$ cat src/rtl/vga_timing_gen.sv
// vga_timing_gen: raster timing generator with sync, visibility, character-cell look-ahead and blink phase
//   clk, rst          dot clock, synchronous active-high reset
//   hSync, vSync      sync pulses, asserted level H_SYNC_POL / V_SYNC_POL
//   vis, hCount, vCount, lineStart, frameStart   raster position and strobes
//   fetchActive, fetchCol, fetchRow, fetchLine, fetchPix   cell coordinates FETCH_LEAD pixels ahead
//   blink             toggles every BLINK_FRAMES frames
module vga_timing_gen #(
  parameter int H_VIS = 640,
  parameter int H_FP = 16,
  parameter int H_SYNC = 96,
  parameter int H_BP = 48,
  parameter int V_VIS = 480,
  parameter int V_FP = 10,
  parameter int V_SYNC = 2,
  parameter int V_BP = 33,
  parameter int H_SYNC_POL = 0,
  parameter int V_SYNC_POL = 0,
  parameter int CHAR_W = 8,
  parameter int CHAR_H = 16,
  parameter int FETCH_LEAD = 3,
  parameter int BLINK_FRAMES = 16,
  parameter int CW = 12
) (
  input  logic          clk,
  input  logic          rst,
  output logic          hSync,
  output logic          vSync,
  output logic          vis,
  output logic [CW-1:0] hCount,
  output logic [CW-1:0] vCount,
  output logic          lineStart,
  output logic          frameStart,
  output logic          fetchActive,
  output logic [7:0]    fetchCol,
  output logic [6:0]    fetchRow,
  output logic [3:0]    fetchLine,
  output logic [2:0]    fetchPix,
  output logic          blink
);
  localparam int H_TOTAL = H_VIS + H_FP + H_SYNC + H_BP;
  localparam int V_TOTAL = V_VIS + V_FP + V_SYNC + V_BP;
  localparam int BW = $clog2(BLINK_FRAMES + 1);
  localparam logic [CW-1:0] H_LAST = CW'(H_TOTAL - 1);
  localparam logic [CW-1:0] V_LAST = CW'(V_TOTAL - 1);
  localparam logic [CW-1:0] H_V = CW'(H_VIS);
  localparam logic [CW-1:0] V_V = CW'(V_VIS);
  localparam logic [CW-1:0] HS_B = CW'(H_VIS + H_FP);
  localparam logic [CW-1:0] HS_E = CW'(H_VIS + H_FP + H_SYNC);
  localparam logic [CW-1:0] VS_B = CW'(V_VIS + V_FP);
  localparam logic [CW-1:0] VS_E = CW'(V_VIS + V_FP + V_SYNC);
  localparam logic [CW-1:0] LEAD = CW'(FETCH_LEAD);
  localparam logic [2:0] PIX_MAX = 3'(CHAR_W - 1);
  localparam logic [3:0] LINE_MAX = 4'(CHAR_H - 1);
  localparam logic [2:0] INIT_PIX = FETCH_LEAD < H_VIS ? 3'(FETCH_LEAD % CHAR_W) : 3'd0;
  localparam logic [7:0] INIT_COL = FETCH_LEAD < H_VIS ? 8'(FETCH_LEAD / CHAR_W) : 8'd0;
  localparam logic [BW-1:0] B_LAST = BW'(BLINK_FRAMES - 1);
  localparam logic HP = H_SYNC_POL != 0;
  localparam logic VP = V_SYNC_POL != 0;
  if (H_VIS % CHAR_W != 0 || V_VIS % CHAR_H != 0 || FETCH_LEAD < 1 ||
      FETCH_LEAD > H_FP + H_SYNC + H_BP || BLINK_FRAMES < 1) begin : g_bad_param
    $error("vga_timing_gen: invalid parameter combination");
  end
  // run is low for the first clock after reset so that the first running cycle shows (0,0)
  logic run, lineAdv, fa, nFrame;
  logic [CW-1:0] nh, nv, ph, pv, nph, npv;
  logic [2:0] pix, npix;
  logic [7:0] col, ncol;
  logic [3:0] line, nline;
  logic [6:0] row, nrow;
  logic [BW-1:0] bcnt;
  // ph/pv track the look-ahead pixel; cell counters advance only inside the visible area
  // and are cleared when the look-ahead wraps line (columns) or frame (rows)
  always_comb begin
    nh = !run || hCount == H_LAST ? '0 : hCount + 1'b1;
    nv = !run ? '0 : hCount != H_LAST ? vCount : vCount == V_LAST ? '0 : vCount + 1'b1;
    nph = !run ? LEAD : ph == H_LAST ? '0 : ph + 1'b1;
    npv = !run ? '0 : ph != H_LAST ? pv : pv == V_LAST ? '0 : pv + 1'b1;
    lineAdv = run && ph == H_LAST;
    npix = !run ? INIT_PIX : nph == '0 ? '0 : nph >= H_V ? pix : pix == PIX_MAX ? '0 : pix + 1'b1;
    ncol = !run ? INIT_COL : nph == '0 ? '0 : nph >= H_V || pix != PIX_MAX ? col : col + 1'b1;
    nline = !run || (lineAdv && npv == '0) ? '0 :
            !lineAdv || npv >= V_V ? line : line == LINE_MAX ? '0 : line + 1'b1;
    nrow = !run || (lineAdv && npv == '0) ? '0 :
           !lineAdv || npv >= V_V || line != LINE_MAX ? row : row + 1'b1;
    fa = nph < H_V && npv < V_V;
    nFrame = nh == '0 && nv == '0;
  end
  always_ff @(posedge clk) begin
    if (rst) begin
      run <= 1'b0;
      hCount <= '0;
      vCount <= '0;
      hSync <= ~HP;
      vSync <= ~VP;
      vis <= 1'b0;
      lineStart <= 1'b0;
      frameStart <= 1'b0;
      ph <= '0;
      pv <= '0;
      pix <= '0;
      col <= '0;
      line <= '0;
      row <= '0;
      fetchActive <= 1'b0;
      fetchPix <= '0;
      fetchCol <= '0;
      fetchLine <= '0;
      fetchRow <= '0;
      bcnt <= '0;
      blink <= 1'b0;
    end else begin
      run <= 1'b1;
      hCount <= nh;
      vCount <= nv;
      hSync <= nh >= HS_B && nh < HS_E ? HP : ~HP;
      vSync <= nv >= VS_B && nv < VS_E ? VP : ~VP;
      vis <= nh < H_V && nv < V_V;
      lineStart <= nh == '0;
      frameStart <= nFrame;
      ph <= nph;
      pv <= npv;
      pix <= npix;
      col <= ncol;
      line <= nline;
      row <= nrow;
      fetchActive <= fa;
      fetchPix <= fa ? npix : '0;
      fetchCol <= fa ? ncol : '0;
      fetchLine <= fa ? nline : '0;
      fetchRow <= fa ? nrow : '0;
      if (nFrame) begin
        bcnt <= bcnt == B_LAST ? '0 : bcnt + 1'b1;
        blink <= bcnt == B_LAST ? ~blink : blink;
      end
    end
  end
endmodule

$ cat config.mk
export PLATFORM = sky130hd
export DESIGN_NAME = vga_timing_gen
export DESIGN_NICKNAME = d
export VERILOG_FILES = /design/src/rtl/vga_timing_gen.sv
export SDC_FILE = /design/constraint.sdc
export NUM_CORES = 1
export LEC_CHECK = 0
export ABC_AREA = 1
export CORE_AREA = 2 2 132 134
export CTS_CLUSTER_SIZE = 10
export DETAILED_ROUTE_END_ITERATION = 6
export DIE_AREA = 0 0 134 136
export DONT_BUFFER_PORTS = 1
export PLACE_DENSITY = 0.55
export SLEW_MARGIN = 5
export SYNTH_ARGS = -nofsm -noshare
export SYNTH_HDL_FRONTEND = slang
export SYNTH_SLANG_ARGS = --single-unit
export TNS_END_PERCENT = 1
$ cat constraint.sdc
create_clock -name clk -period 2.1 [get_ports clk]
set_clock_uncertainty 0.15 [all_clocks]
set_input_delay 0.315 -clock clk [delete_from_list [all_inputs] [get_ports clk]]
set_output_delay 0.315 -clock clk [all_outputs]
set_load 0.005 [all_outputs]
==> results.toml <==
[routing]
drc = 0
highest_layer = "met4"
vias_per_cell = 4.61
first_iter_violations = 252
ant_nets = 0
drt-met1-wl_um = 7100
routed_wl_um = 15300
first_pass_iters = 5
vias = 5683
wire_per_inst_um = 12.4
wl_met3_um = 461
met2_length_um = 7460

[logic_synthesis]
ys_seq_area_frac = 0.365
avgSynthCellArea_um2 = 6.70
postSynthCellCount = 859
synth_area_leaders = "dfxtp_1 (37%), nand2_1 (15%), nor2_1 (9.4%), nand3_1 (6.8%), inv_1 (6.2%)"
ys_ff_latch = 105
ys_types = 39
synth_fp_nets = 873
synth_top_cell_area_share = 0.365
synth_top_area_cell = "dfxtp_1"
syn_area_mm2 = 0.00576
ys_warn_count = 0

[timing]
hold_viol_final = 0
period_minus_slack_ns = 2.24
fmax_mhz = 446
final-max-slew-violation-count = 0
fin_ws_ns = -0.141
tightest_slew_ns = 0.389
fin_crit_sh = 1.07
slew_headroom = 0.741
setup_violations = 47
rsz0062_at_grt = "true"
setup_tns_ns = -3.18
holdWs_ns = 0.00786

[clock_network]
cts_max_level = 3
cts_made_buffers = 9
cts_root_buf = "clkbuf_16"
clk-insertion-delay-late_ns = 0.36
clock-sinks = 105
clk_path_buf_depth = 2
path_clk_slew_ns = 0.07
cts_tree = "built"

[outcome]
violations = "setup timing"
outcome = "finished with violations"

[floorplanning]
die_width_um = 134
start_util = 0.341
rows = 48
die-area_mm2 = 0.0182
fp.dieH_um = 136
coreArea_mm2 = 0.0169
io_pins = 55

[pwr]
internal_power_mw = 2.91
switching_power_mw = 0.951
seqPwrFrac = 0.527
clock_power_share = 0.422
power.density_mw_per_mm2 = 499
p_total_mw = 3.86
sw_frac_of_total = 0.246
power.share.combinational = 0.052
ir_drop_v = 0.000383
leakagePower_nw = 3.56

[cells_and_area]
final_layout_size_suffix_gt1_frac = 0.280
final_util = 0.458
design_area_mm2 = 0.00773
syn_to_final_growth_pct = 34.4
final_nets = 1016
antenna_cells = 0

[critical_path]
required_ns = 2.24
r2r_setup_slack_ns = -0.14
cp_data_arrival_time_ns = 2.39
cp_max_fo = 9
path_class = "register to register"
endpoint_kind = "register"
worstSetupStartpointType = "register"

[placement]
detailed_place_hpwl_um = 11100
io_buffer_count = 0
placed_cell_area_mm2 = 0.00689
gp_congestion = 0.872

[run]
drv_cap = 0

[grt]
grt_pass1_vias = 5307
grt_max_degree = 69
grt_pass1_wl_um = 25200
grt_use_total = 0.171
gr-total-overflow = 0
antenna_found_initial = 0

[min_path]
hold_class = "input pin to register"
[synthesized netlist by cell type (all sizes together)]
cell and count:
nand4 32, nand3b 2, or2 3, a21o 1, clkbuf 6, xnor2 2, o21ai 14, a21oi 12
nor2 167, xor2 12, ha 12, a211oi 1, buf 9, a31oi 1, o211ai 2, clkinv 2
nand2 249, nor3 26, dfxtp 105, or3 1, or4 1, inv 109, nand3 90
[routing by layer]
layer  track usage  vias to the layer above
li1              -                     3015
met1         0.215                     2578
met2         0.292                       74
met3        0.0354                       16
met4        0.0603                        0
met5             0                        -
[repair_timing]
item,in CTS,in global routing
endpoints found under the setup margin,55,67
pin swaps,8,17
gates resized for setup,29,57
setup buffers,1,7
gates cloned,0,1
endpoints found under the hold margin,70,49
hold buffers,17,1
[power groups by stage]
stage	sequential (mW)	clock [mW]	combinational, mW
6_report	2.03	1.63	0.200
5_1_grt	2.04	1.76	0.223
2_1_floorplan	2.07	0	0.111
3_5_place_dp	2.08	0	0.149
3_3_place_gp	2.08	0	0.148
4_1_cts	2.03	1.68	0.161
[final timing paths]
check | start | endpoint | cells after the start
setup / recovery | ph[1] | fetchLine[3] | 14
hold / removal | rst | vSync | 3
setup reg to reg | ph[1] | fetchLine[3] | 14
hold reg to reg | bcnt[4] | bcnt[4] | 2
[cells by family after synthesis]
logic type / Yosys count / share of synthesized area
AND/OR/NAND/NOR: 571 / 0.471
XOR/XNOR: 14 / 0.0213
AO/OA/AOI/OAI: 31 / 0.0289
buffers and inverters: 126 / 0.0872
flip-flops: 105 / 0.365
adder cells (fa/ha/maj): 12 / 0.0261
[critical path: stages, from the launching register on]
cell and delay (ns):
dfxtp_2 0.35, ha_4 0.15, nand2_4 0.07, nor2_4 0.13, nand2_2 0.08, nor2_4 0.16, buf_4 0.16, nand2_1 0.07
nand3_2 0.08, nor2_2 0.06, nand3b_4 0.12, nand2_4 0.08, nor2_8 0.20, nand2_8 0.11, nor3_2 0.18
[final cells by class]
type / count / area, um^2
Fill cell: 1748 / 9140
Multi-Input combinational cell: 629 / 3430
Sequential cell: 105 / 2120
Timing Repair Buffer: 146 / 1190
Inverter: 111 / 428
Tap cell: 225 / 282
Clock buffer: 9 / 225
Clock inverter: 7 / 52.6
[state kept, by name, indices dropped and copies added (netlist names), 3 cells and up]
| name | cells |
|---|---|
| row | 7 |
| bcnt | 5 |
| fetchCol | 8 |
| pix | 3 |
| line | 4 |
| vCount | 12 |
| ph | 12 |
| col | 8 |
| fetchPix | 3 |
| fetchRow | 7 |
| pv | 12 |
| fetchLine | 4 |
| hCount | 12 |
[metrics by stage]
step	setup slack, ns	cells
after global routing	-0.282	1232
after CTS	-0.166	1223
after global placement	-0.222	1189
after floorplan	-0.00256	859
final	-0.141	1232
after detailed placement	-0.255	1189
[cells in the final DEF, fill, tap and decap left out, types with 4 or more instances in the layout]
cell and n:
nor2_1 133, nand3_4 7, nand3_1 70, nand2_1 225
nand3_2 14, inv_2 13, nor3_2 9, o21ai_0 4
a21oi_1 10, inv_4 5, nand2_4 6, nand2_2 17
buf_4 124, dfxtp_2 15, ha_1 10, nor2_2 16
xor2_1 10, nor2_4 16, nor3_1 15, o21ai_1 9
dlygate4sd3_1 17, inv_1 92, dfxtp_1 89, clkbuf_16 9
nand4_1 31
Note: power is estimated with default switching activity, not from simulation.
